File: src/rtl/mul_seq_if.sv
// Handshake and data bundle for the iterative multiplier.
// The master side supplies operands and accepts the product; the slave side is the multiplier.
interface mul_seq_if #(
    parameter int WIDTH = 32
);
    logic                   in_valid;
    logic                   in_ready;
    logic                   a_signed;
    logic                   b_signed;
    logic [WIDTH-1:0]       A;
    logic [WIDTH-1:0]       B;
    logic                   out_valid;
    logic                   out_ready;
    logic [2*WIDTH-1:0]     C;

    modport master (
        output in_valid, a_signed, b_signed, A, B, out_ready,
        input  in_ready, out_valid, C
    );

    modport slave (
        input  in_valid, a_signed, b_signed, A, B, out_ready,
        output in_ready, out_valid, C
    );
endinterface

File: src/rtl/mul_seq.sv
// Multi-cycle iterative multiplier producing a full 2*WIDTH product.
// Operands are reduced to unsigned magnitudes on acceptance, STEP bits of |B| are
// consumed per cycle (LSB first), and the sign is applied once on the final iteration.
module mul_seq #(
    parameter int WIDTH = 32,
    parameter int STEP  = 4
) (
`ifdef USE_POWER_PINS
    inout wire        VPWR,
    inout wire        VGND,
`endif
    input  logic      clk,
    input  logic      rst,
    mul_seq_if.slave  bus
);

    localparam int N     = WIDTH / STEP;
    localparam int PW    = 2 * WIDTH;
    localparam int CNT_W = (N > 1) ? $clog2(N) : 1;

    localparam logic [WIDTH-1:0] ONE_W    = WIDTH'(1);
    localparam logic [PW-1:0]    ONE_P    = PW'(1);
    localparam logic [CNT_W-1:0] CNT_LAST = CNT_W'(N - 1);
    localparam logic [CNT_W-1:0] CNT_ONE  = CNT_W'(1);

    // Reject illegal parameterisations at elaboration time.
    generate
        if (WIDTH < 2) begin : g_bad_width
            $error("mul_seq: WIDTH must be at least 2");
        end
        if (STEP < 1) begin : g_bad_step
            $error("mul_seq: STEP must be positive");
        end else if ((WIDTH % STEP) != 0) begin : g_bad_div
            $error("mul_seq: STEP must divide WIDTH exactly");
        end
    endgenerate

    typedef enum logic [1:0] {
        S_IDLE = 2'd0,
        S_BUSY = 2'd1,
        S_DONE = 2'd2
    } state_t;

    state_t            state_q, state_d;
    logic [PW-1:0]     a_sh_q, a_sh_d;   // |A| pre-shifted to the weight of the current digit
    logic [WIDTH-1:0]  b_q, b_d;         // remaining digits of |B|, current digit in the LSBs
    logic [PW-1:0]     acc_q, acc_d;
    logic [PW-1:0]     c_q, c_d;
    logic [CNT_W-1:0]  cnt_q, cnt_d;
    logic              neg_q, neg_d;

    logic              in_ready_c;
    logic              out_valid_c;

    // Operand conditioning: the most negative value negates to itself, which reads
    // correctly as an unsigned magnitude of 2^(WIDTH-1).
    logic              a_neg, b_neg;
    logic [WIDTH-1:0]  a_mag, b_mag;

    assign a_neg = bus.a_signed & bus.A[WIDTH-1];
    assign b_neg = bus.b_signed & bus.B[WIDTH-1];
    assign a_mag = a_neg ? ((~bus.A) + ONE_W) : bus.A;
    assign b_mag = b_neg ? ((~bus.B) + ONE_W) : bus.B;

    // One shifted copy of |A| per bit of the current digit.
    logic [PW-1:0] pp_term [STEP];

    generate
        for (genvar gi = 0; gi < STEP; gi++) begin : g_pp
            assign pp_term[gi] = b_q[gi] ? (a_sh_q << gi) : '0;
        end
    endgenerate

    logic [PW-1:0] partial;
    logic [PW-1:0] acc_sum;

    // Sum the selected copies into this iteration's partial product.
    always_comb begin
        partial = '0;
        for (int k = 0; k < STEP; k++) begin
            partial = partial + pp_term[k];
        end
        acc_sum = acc_q + partial;
    end

    // Next-state, datapath updates and handshake outputs.
    always_comb begin
        state_d     = state_q;
        a_sh_d      = a_sh_q;
        b_d         = b_q;
        acc_d       = acc_q;
        c_d         = c_q;
        cnt_d       = cnt_q;
        neg_d       = neg_q;
        in_ready_c  = 1'b0;
        out_valid_c = 1'b0;

        case (state_q)
            S_IDLE: begin
                in_ready_c = 1'b1;
                if (bus.in_valid) begin
                    a_sh_d  = {{WIDTH{1'b0}}, a_mag};
                    b_d     = b_mag;
                    neg_d   = a_neg ^ b_neg;
                    acc_d   = '0;
                    cnt_d   = '0;
                    state_d = S_BUSY;
                end
            end

            S_BUSY: begin
                acc_d  = acc_sum;
                a_sh_d = a_sh_q << STEP;
                b_d    = b_q >> STEP;
                cnt_d  = cnt_q + CNT_ONE;
                if (cnt_q == CNT_LAST) begin
                    c_d     = neg_q ? ((~acc_sum) + ONE_P) : acc_sum;
                    state_d = S_DONE;
                end
            end

            S_DONE: begin
                out_valid_c = 1'b1;
                if (bus.out_ready) begin
                    state_d = S_IDLE;
                end
            end

            default: begin
                state_d = S_IDLE;
            end
        endcase
    end

    // State and datapath registers; reset wins over every other input.
    always_ff @(posedge clk) begin
        if (rst) begin
            state_q <= S_IDLE;
            a_sh_q  <= '0;
            b_q     <= '0;
            acc_q   <= '0;
            c_q     <= '0;
            cnt_q   <= '0;
            neg_q   <= 1'b0;
        end else begin
            state_q <= state_d;
            a_sh_q  <= a_sh_d;
            b_q     <= b_d;
            acc_q   <= acc_d;
            c_q     <= c_d;
            cnt_q   <= cnt_d;
            neg_q   <= neg_d;
        end
    end

    assign bus.in_ready  = in_ready_c;
    assign bus.out_valid = out_valid_c;
    assign bus.C         = c_q;

endmodule

File: src/flat_wrapper.sv
// flat-port wrapper written by rule: the top's interface ports become plain ports
module mul_seq_flat 
#(
    parameter int WIDTH = 32,
    parameter int STEP  = 4
)
  (clk, rst, bus_in_valid, bus_a_signed, bus_b_signed, bus_A, bus_B, bus_out_ready, bus_in_ready, bus_out_valid, bus_C);
  mul_seq_if #(.WIDTH(WIDTH)) bus_i ();
  input  logic clk;
  input  logic rst;
  input wire logic [$bits(bus_i.in_valid)-1:0] bus_in_valid;
  input wire logic [$bits(bus_i.a_signed)-1:0] bus_a_signed;
  input wire logic [$bits(bus_i.b_signed)-1:0] bus_b_signed;
  input wire logic [$bits(bus_i.A)-1:0] bus_A;
  input wire logic [$bits(bus_i.B)-1:0] bus_B;
  input wire logic [$bits(bus_i.out_ready)-1:0] bus_out_ready;
  output wire logic [$bits(bus_i.in_ready)-1:0] bus_in_ready;
  output wire logic [$bits(bus_i.out_valid)-1:0] bus_out_valid;
  output wire logic [$bits(bus_i.C)-1:0] bus_C;
  assign bus_i.in_valid = bus_in_valid;
  assign bus_i.a_signed = bus_a_signed;
  assign bus_i.b_signed = bus_b_signed;
  assign bus_i.A = bus_A;
  assign bus_i.B = bus_B;
  assign bus_i.out_ready = bus_out_ready;
  assign bus_in_ready = bus_i.in_ready;
  assign bus_out_valid = bus_i.out_valid;
  assign bus_C = bus_i.C;
  mul_seq #(.WIDTH(WIDTH), .STEP(STEP)) u_core (.clk(clk), .rst(rst), .bus(bus_i));
endmodule
File: config.mk
export PLATFORM = sky130hd
export DESIGN_NAME = mul_seq_flat
export DESIGN_NICKNAME = d
export VERILOG_FILES = /design/src/rtl/mul_seq_if.sv /design/src/rtl/mul_seq.sv /design/src/flat_wrapper.sv
export SDC_FILE = /design/constraint.sdc
export NUM_CORES = 1
export LEC_CHECK = 0
export CORE_UTILIZATION = 67
export DETAILED_ROUTE_END_ITERATION = 10
export PLACE_DENSITY = 0.95
export SLEW_MARGIN = 20
export SYNTH_ARGS = -nofsm -noshare
export SYNTH_HDL_FRONTEND = slang
export SYNTH_SLANG_ARGS = --single-unit
File: constraint.sdc
create_clock -name clk -period 10.9 [get_ports clk]
set_input_delay 2.18 -clock clk [delete_from_list [all_inputs] [get_ports clk]]
set_output_delay 2.18 -clock clk [all_outputs]
set_load 0.05 [all_outputs]
==> metrics.md, run 1 <==
| Metric | Value |
|---|---|
| Status | `finished clean` |
| Worst-Margin Slew | `1.16 ns` |
| Final std cells w/o fill | `3,331` |
| Fin Setup TNS | `0 ns` |
| Post-synth top flop | `dfxtp_1` |
| WP data required | `11.37 ns` |
| Final setup fails | `0` |
| PostCTS Resize Cnt | `0` |
| Detail Route met2 WL | `32,700 um` |
| Worst path most repeated cell | `fa_1` |
| Tightest Hold Check Type | `flip-flop to flip-flop` |
| CP endpoint kind | `flip-flop` |
| WL/cell | `21.9 um` |
| Overflow after GRT | `0` |
| Cells after Synth | `2,865` |
| Syn_area_per_cell | `7.73 um2` |
| Initial Utilization | `68.1%` |
| Commonest non-fill, non-tap cell in the layout | `nand2_1` |
| Nets | `3,192` |
| Die Ht | `184 um` |
| Pins Over Slew Limit | `0` |
| Clock Tree Root | `clkbuf_16` |
| Top layer in use | `met4` |
| Max Buffers Root-to-Sink | `3` |
| Routed WL | `72,900 um` |
| Worst path bufs/invs | `4` |
| Area of the multi-input gates | `15,800 um2` |
| Post-Synth XOR/XNOR Area | `6.33%` |
| Max-cap violations | `0` |
| Final hold viol count | `0` |
| Clock skew | `0.0222 ns` |
| Number of synthesized flops with an enable pin | `0` |
| Synth Area in Simple Gates | `24.0%` |
| Die area | `33,800 um2` |
| H-Tree Level Count | `1` |
| Post-CTS setup buffer count | `0` |
| Sequential area share after synthesis | `20.8%` |
| # rows | `66` |
| FF+latch count, synth | `230` |
| Placer Congestion | `1.00` |
| PD cells | `98.7 nW/um2` |
| Synth Area in Compound Gates | `20.0%` |
| Layout cell share with drive strength beyond 1 | `3.74%` |
| I/O Buffers | `135` |
| Synth-to-Final Area Change | `10.5%` |
| Worst vdd ir | `0.115 mV` |
| Largest net degree at the start of global routing | `99` |
| FF+latch area | `4610 um2` |
| Net Count, Synth | `3,187` |
| Crit-path max FO | `52` |
| CTS tree | `yes` |
| Slowest stage delay, CP | `0.72 ns` |
| Hold Buf Count CTS | `0` |
| Largest family of logic cells by synthesized area | `simple AND/OR/NAND/NOR gates` |
| Post-synth ARST share | `0%` |
| Clock slew at reported path FFs | `0.06 ns` |
| Drt drc | `0` |
| Leakage | `9.98 nW` |
| Metal-1 WL | `28,900 um` |
| DP HPWL | `52,900 um` |
| Cell Area, Synth | `22,100 um2` |
| RSZ-0062 raised after global routing | `false` |
| Crit path kind | `flip-flop to flip-flop` |
| Fmax achieved | `132 MHz` |
| Critical path arrival | `8.04 ns` |
| Critical path's slowest cell | `or4b_1` |
| CTS Buf Count | `26` |
| Worst-Skew Late Latency | `0.56 ns` |
| Post-DR vias/cell | `6.58` |
| Slew headroom | `23.0%` |
| DR vias | `21,900` |
| Proportion of synthesized area in mux cells | `0.333%` |
| I/O pins | `136` |
| Worst path cell trace | `buf_4 -> and2_1 -> fa_1 -> fa_1 -> inv_1 -> fa_1 -> inv_1 -> ha_1 -> inv_1 -> fa_1 -> nor2b_1 -> o31a_1 -> o21ai_1 -> a21oi_1 -> nor3_1 -> a311o_1 -> xor2_1 -> or4b_1 -> o41ai_1 -> xnor2_1 -> nand2_1 -> a21oi_1` |
| Antenna viol nets, final | `0` |
| Placed insts | `3,284` |
| Vias in the first global route | `21,300` |
| Die W | `184 um` |
| Netlist cell types | `81` |
| ANT cells | `0` |
| Fin crit period | `7.57 ns` |
| Worst Setup Start Kind | `flip-flop` |
| DR iter-0 viols | `2,670` |
| Antenna violations before repair | `0` |
| Tcrit/Tclk final | `69.4%` |
| Fill cells | `2,190` |
| Crit path max-delay family | `compound AO/OA/AOI/OAI gates` |
| First-pass GRT wire length | `115,000 um` |
| Most frequent cells in the layout | `294 x nand2_1, 291 x inv_1, 264 x a21oi_1, 245 x and2_1, 229 x dfxtp_1` |
| Adder-cell area share of the yosys netlist | `20.5%` |
| Overall routing resource usage | `43.2%` |
| Metal3 WL | `8790 um` |
| Synth warnings | `0` |
| TritonRoute pass-1 iters | `8` |
| CTS sink count | `230` |
| Core footprint | `32,500 um2` |
[logic make-up after synthesis]
logic type / count (synthesis)
buf+inv: 466
flops: 230
xor+xnor: 160
mux: 7
compound gates: 682
fa+ha+maj: 252
simple gates: 1068
[path summary, 6_finish.rpt]
kind,startpoint,to,slack [ns],cells after the start
worst max register to register,u_core.b_q[2],u_core.bus.C[55],3.33,22
worst min-delay path,u_core.bus.C[19],u_core.bus.C[19],0.46,2
worst max-delay path,u_core.b_q[2],u_core.bus.C[55],3.33,22
worst min register to register,u_core.bus.C[19],u_core.bus.C[19],0.46,2
[Yosys cell counts (10+ instances only)]
master,n,share of area [%]
nand2_1,295,5.0
inv_1,291,4.9
a21oi_1,264,6.0
and2_1,247,7.0
dfxtp_1,230,21
nor2_1,223,3.8
fa_1,184,17
clkbuf_1,130,2.2
nand3_1,106,2.4
o21ai_0,86,1.9
xor2_1,84,3.3
xnor2_1,76,3.0
a22oi_1,73,2.5
ha_1,68,3.8
a211oi_1,65,2.2
nand4_1,39,1.1
nor3_1,38,0.86
o31ai_1,24,0.81
a31oi_1,23,0.65
nor4_1,23,0.65
buf_2,22,0.50
buf_1,21,0.36
or3_1,18,0.51
a21o_1,15,0.51
o21bai_1,14,0.47
nand2b_1,13,0.37
o21a_1,13,0.44
o211ai_1,10,0.34
[power breakdown]
group	leakage [nW]	internal, mW	switching (mW)
Sequential	1.86	0.865	0.0294
Combinational	7.66	0.182	0.356
Clock	0.459	0.591	0.390
Total	9.98	1.64	0.776
[layer usage]
metal	track usage, %	vias up
met1	57.6	10500
met2	68.7	1493
met4	14.3	0
met5	0	-
li1	-	9692
met3	10.5	267
[registers in the layout (all words and copies together) (netlist names)]
register and flops:
u_core.a_sh_q 64, u_core.acc_q 64, u_core.b_q 32, u_core.bus.C 64, u_core.cnt_q 3, u_core.neg_q 1, u_core.state_q 2
[per-stage QoR]
step	total power, mW	hold slack (ns)	utilization (%)	worst slack [ns]	area (um2)
finish	2.41	0.460	75.2	3.33	24500
global route	2.49	0.484	75.2	2.95	24500
CTS	2.39	0.458	75.2	3.53	24500
detailed placement	1.42	0.450	72.3	3.58	23500
global placement	1.40	0.440	72.3	3.81	23500
floorplan	1.27	0.432	-	4.78	22100
[worst register-to-register path, stage by stage, from the launching register on]
cell,delay [ns]
dfxtp_1,0.60
buf_4,0.47
and2_1,0.27
fa_1,0.45
fa_1,0.55
inv_1,0.06
fa_1,0.44
inv_1,0.07
ha_1,0.21
inv_1,0.07
fa_1,0.40
nor2b_1,0.34
o31a_1,0.33
o21ai_1,0.20
a21oi_1,0.59
nor3_1,0.12
a311o_1,0.35
xor2_1,0.35
or4b_1,0.72
o41ai_1,0.49
xnor2_1,0.18
nand2_1,0.08
a21oi_1,0.16
[cell type report]
cell class / instances / share of cell area (%)
Timing Repair Buffer: 152 / 6.05
Multi-Input combinational cell: 2169 / 64.6
Sequential cell: 230 / 18.8
Tap cell: 442 / 2.26
Clock buffer: 33 / 2.98
Clock inverter: 14 / 0.859
Inverter: 291 / 4.46
Note: power is estimated with default switching activity, not from simulation.
==> run 2: changes to the inputs <==
CORE_UTILIZATION = 56   (was 67)
PLACE_DENSITY = 0.88   (was 0.95)
clock period = 6.8 ns   (was 10.9 ns; I/O delays follow)
==> metrics.md, run 2 (synthesis results as in run 1) <==
| Metric | Value |
|---|---|
| Clock skew | `0.0211 ns (-0.00119 ns)` |
| Switching share of total power | `32.2% (+0.067 points)` |
| Slew headroom | `33.5% (+11 points)` |
| CTS Buf Count | `27 (+3.8%)` |
| Tcrit/Tclk final | `96.8% (+27 points)` |
| Worst-Skew Late Latency | `0.57 ns (about the same)` |
| DP HPWL | `53,500 um (+1.2%)` |
| Worst path most repeated cell | `fa_1` |
| Routed WL | `69,500 um (-4.6%)` |
| Leakage | `10.5 nW (+5.7%)` |
| Crit-path max FO | `31 (-40%)` |
| RSZ-0062 raised after global routing | `false` |
| WL/cell | `19.8 um (-9.5%)` |
| I/O Buffers | `135 (unchanged)` |
| Antenna viol nets, final | `0 (unchanged)` |
| Psw | `1.23 mW (+58%)` |
| Most Crowded Layer GR | `met2` |
| Die area | `40,300 um2 (+19%)` |
| Overflow after GRT | `0 (unchanged)` |
| PD cells | `150 nW/um2 (+52%)` |
| Finished Core Util | `65.4% (-9.8 points)` |
| Core footprint | `38,800 um2 (+19%)` |
| Most frequent cells in the layout | `294 x nand2_1, 291 x inv_1, 261 x a21oi_1, 245 x and2_1, 226 x dfxtp_1` |
| Worst path cell trace | `buf_12 -> and2_1 -> fa_1 -> fa_1 -> inv_1 -> fa_1 -> inv_1 -> ha_1 -> nand2_1 -> o31ai_4 -> a211oi_2 -> buf_4 -> o2bb2ai_1 -> o21a_1 -> nand2_1 -> nor3_1 -> nand4_1 -> or3_1 -> nor4_1 -> mux2_2 -> a21oi_1` |
| Overall routing resource usage | `34.0% (-9.2 points)` |
| Max Buffers Root-to-Sink | `3 (unchanged)` |
| Layout cell share with drive strength beyond 1 | `7.45% (+3.7 points)` |
| Drt drc | `0 (unchanged)` |
| Hold Buf Count CTS | `0 (unchanged)` |
| R2R setup slack | `0.22 ns (-3.11 ns)` |
| Die W | `201 um (+9.3%)` |
| Register-to-Register Path Depth | `21 (-4.5%)` |
| Final hold viol count | `0 (unchanged)` |
| Vias in the first global route | `20,500 (-4.1%)` |
| Fmax achieved | `152 MHz (+15%)` |
| Antenna violations before repair | `1 (+1)` |
| Nets | `3,297 (+3.3%)` |
| Placer Congestion | `0.977 (-2.7%)` |
| DR iter-0 viols | `1,853 (-31%)` |
| Largest net degree at the start of global routing | `159 (+61%)` |
| H-Tree Level Count | `1 (unchanged)` |
| First-pass GRT wire length | `111,000 um (-3.5%)` |
| Final setup fails | `0 (unchanged)` |
| CTS tree | `yes` |
| Clock Tree Root | `clkbuf_16` |
| M1 GR Usage | `49.1% (-8.5 points)` |
| Critical path's slowest cell | `fa_1` |
| Worst vdd ir | `0.200 mV (+75%)` |
| Met2 GRT Util | `53.0% (-16 points)` |
| Status | `finished clean` |
| Slowest stage delay, CP | `0.56 ns (-0.16 ns)` |
| Crit path kind | `flip-flop to flip-flop` |
| TritonRoute pass-1 iters | `6 (-2)` |
| ANT cells | `0 (unchanged)` |
| Final std cells w/o fill | `3,512 (+5.4%)` |
| # rows | `72 (+9.1%)` |
| Worst R2R Start | `u_core.b_q[3]` |
| WP data required | `7.28 ns (-4.09 ns)` |
| Post-DR vias/cell | `5.99 (-8.8%)` |
| Commonest non-fill, non-tap cell in the layout | `nand2_1` |
| Final worst slack | `0.219 ns (-3.11 ns)` |
| Comb pwr share | `23.5% (+1.2 points)` |
| Placed insts | `3,462 (+5.4%)` |
| Worst-Margin Slew | `0.990 ns (-0.165 ns)` |
| Fill cells | `3,128 (+43%)` |
| Pins Over Slew Limit | `0 (unchanged)` |
| I/O pins | `136 (unchanged)` |
| Worst Setup Start Kind | `flip-flop` |
| Crit path capture | `u_core.bus.C[62]` |
| Post-Place Setup Slack | `-0.111 ns (-3.69 ns)` |
| Synth-to-Final Area Change | `14.7%` |
| Clock slew at reported path FFs | `0.06 ns (about the same)` |
| DR vias | `21,100 (-3.9%)` |
| Critical path arrival | `7.07 ns (-0.97 ns)` |
| CTS sink count | `230 (unchanged)` |
| Fin crit period | `6.58 ns (-0.987 ns)` |
| Internal | `2.58 mW (+57%)` |
| Grt met3 use | `5.39% (-5.1 points)` |
| Max-cap violations | `0 (unchanged)` |
| R2R Path End | `u_core.bus.C[62]` |
| Initial Utilization | `57.0% (-11 points)` |
| Die Ht | `201 um (+9.3%)` |
| Reg power frac | `37.6% (+0.6 points)` |
| Clock power share | `38.9% (-1.8 points)` |
| Crit path from | `u_core.b_q[3]` |
| Total Power | `3.81 mW (+58%)` |
| Tightest Hold Check Type | `flip-flop to flip-flop` |
| CP endpoint kind | `flip-flop` |
| Hold Slack | `0.452 ns (-0.00751 ns)` |
[run 2: layer usage]
layer  wire (um)  share of wire, %
met1       31100                45
met2       30600                44
met3        6340               9.1
met4        1510               2.2
met5          18             0.026
[run 2: worst min path at each step]
stage                           startpoint          endpoint  slack [ns]  cells after the start
after floorplan              u_core.b_q[6]     u_core.b_q[2]        0.43                      2
after global placement     u_core.bus.C[4]   u_core.bus.C[4]        0.44                      2
after detailed placement  u_core.bus.C[47]  u_core.bus.C[47]        0.45                      2
after CTS                 u_core.bus.C[47]  u_core.bus.C[47]        0.46                      2
after global routing      u_core.bus.C[55]  u_core.bus.C[55]        0.48                      2
final                     u_core.bus.C[47]  u_core.bus.C[47]        0.45                      2
[run 2: critical path: cells and delay by family (launching register included)]
kind	cells	cell delay, ns
AOI/OAI and AO/OA	5	1.50
adders and majority gates	4	2.01
buffers and inverters	4	0.48
DFF	1	0.35
muxes	1	0.38
and+or+nand+nor	7	1.74
[run 2: through the flow]
stage | area, um2 | setup TNS [ns]
finish | 25400 | 0
global route | 25400 | 0
CTS | 25300 | 0
detailed placement | 24400 | -0.236
global placement | 24400 | 0
floorplan | 22100 | 0
[run 2: area by class of cell]
cell class / count / area, um2 / area share, %
Inverter: 291 / 1090 / 4.30
Sequential cell: 230 / 4610 / 18.2
Clock buffer: 33 / 718 / 2.83
Tap cell: 518 / 648 / 2.55
Timing Repair Buffer: 256 / 2310 / 9.10
Multi-Input combinational cell: 2169 / 15900 / 62.4
Clock inverter: 15 / 168 / 0.660
[run 2: what timing repair did]
action                     4_1_cts  5_1_grt
cloned                           0        1
buffers inserted                 0        1
resized for setup                2       24
setup endpoints to repair        8       20
pin swaps                        0        4
[run 2: power by group through the flow]
stage | combinational [mW] | clock [mW] | sequential, mW
3_5_place_dp | 0.859 | 0 | 1.46
4_1_cts | 0.867 | 1.49 | 1.43
6_report | 0.894 | 1.48 | 1.43
5_1_grt | 0.967 | 1.55 | 1.44
3_3_place_gp | 0.836 | 0 | 1.46
2_1_floorplan | 0.591 | 0 | 1.44
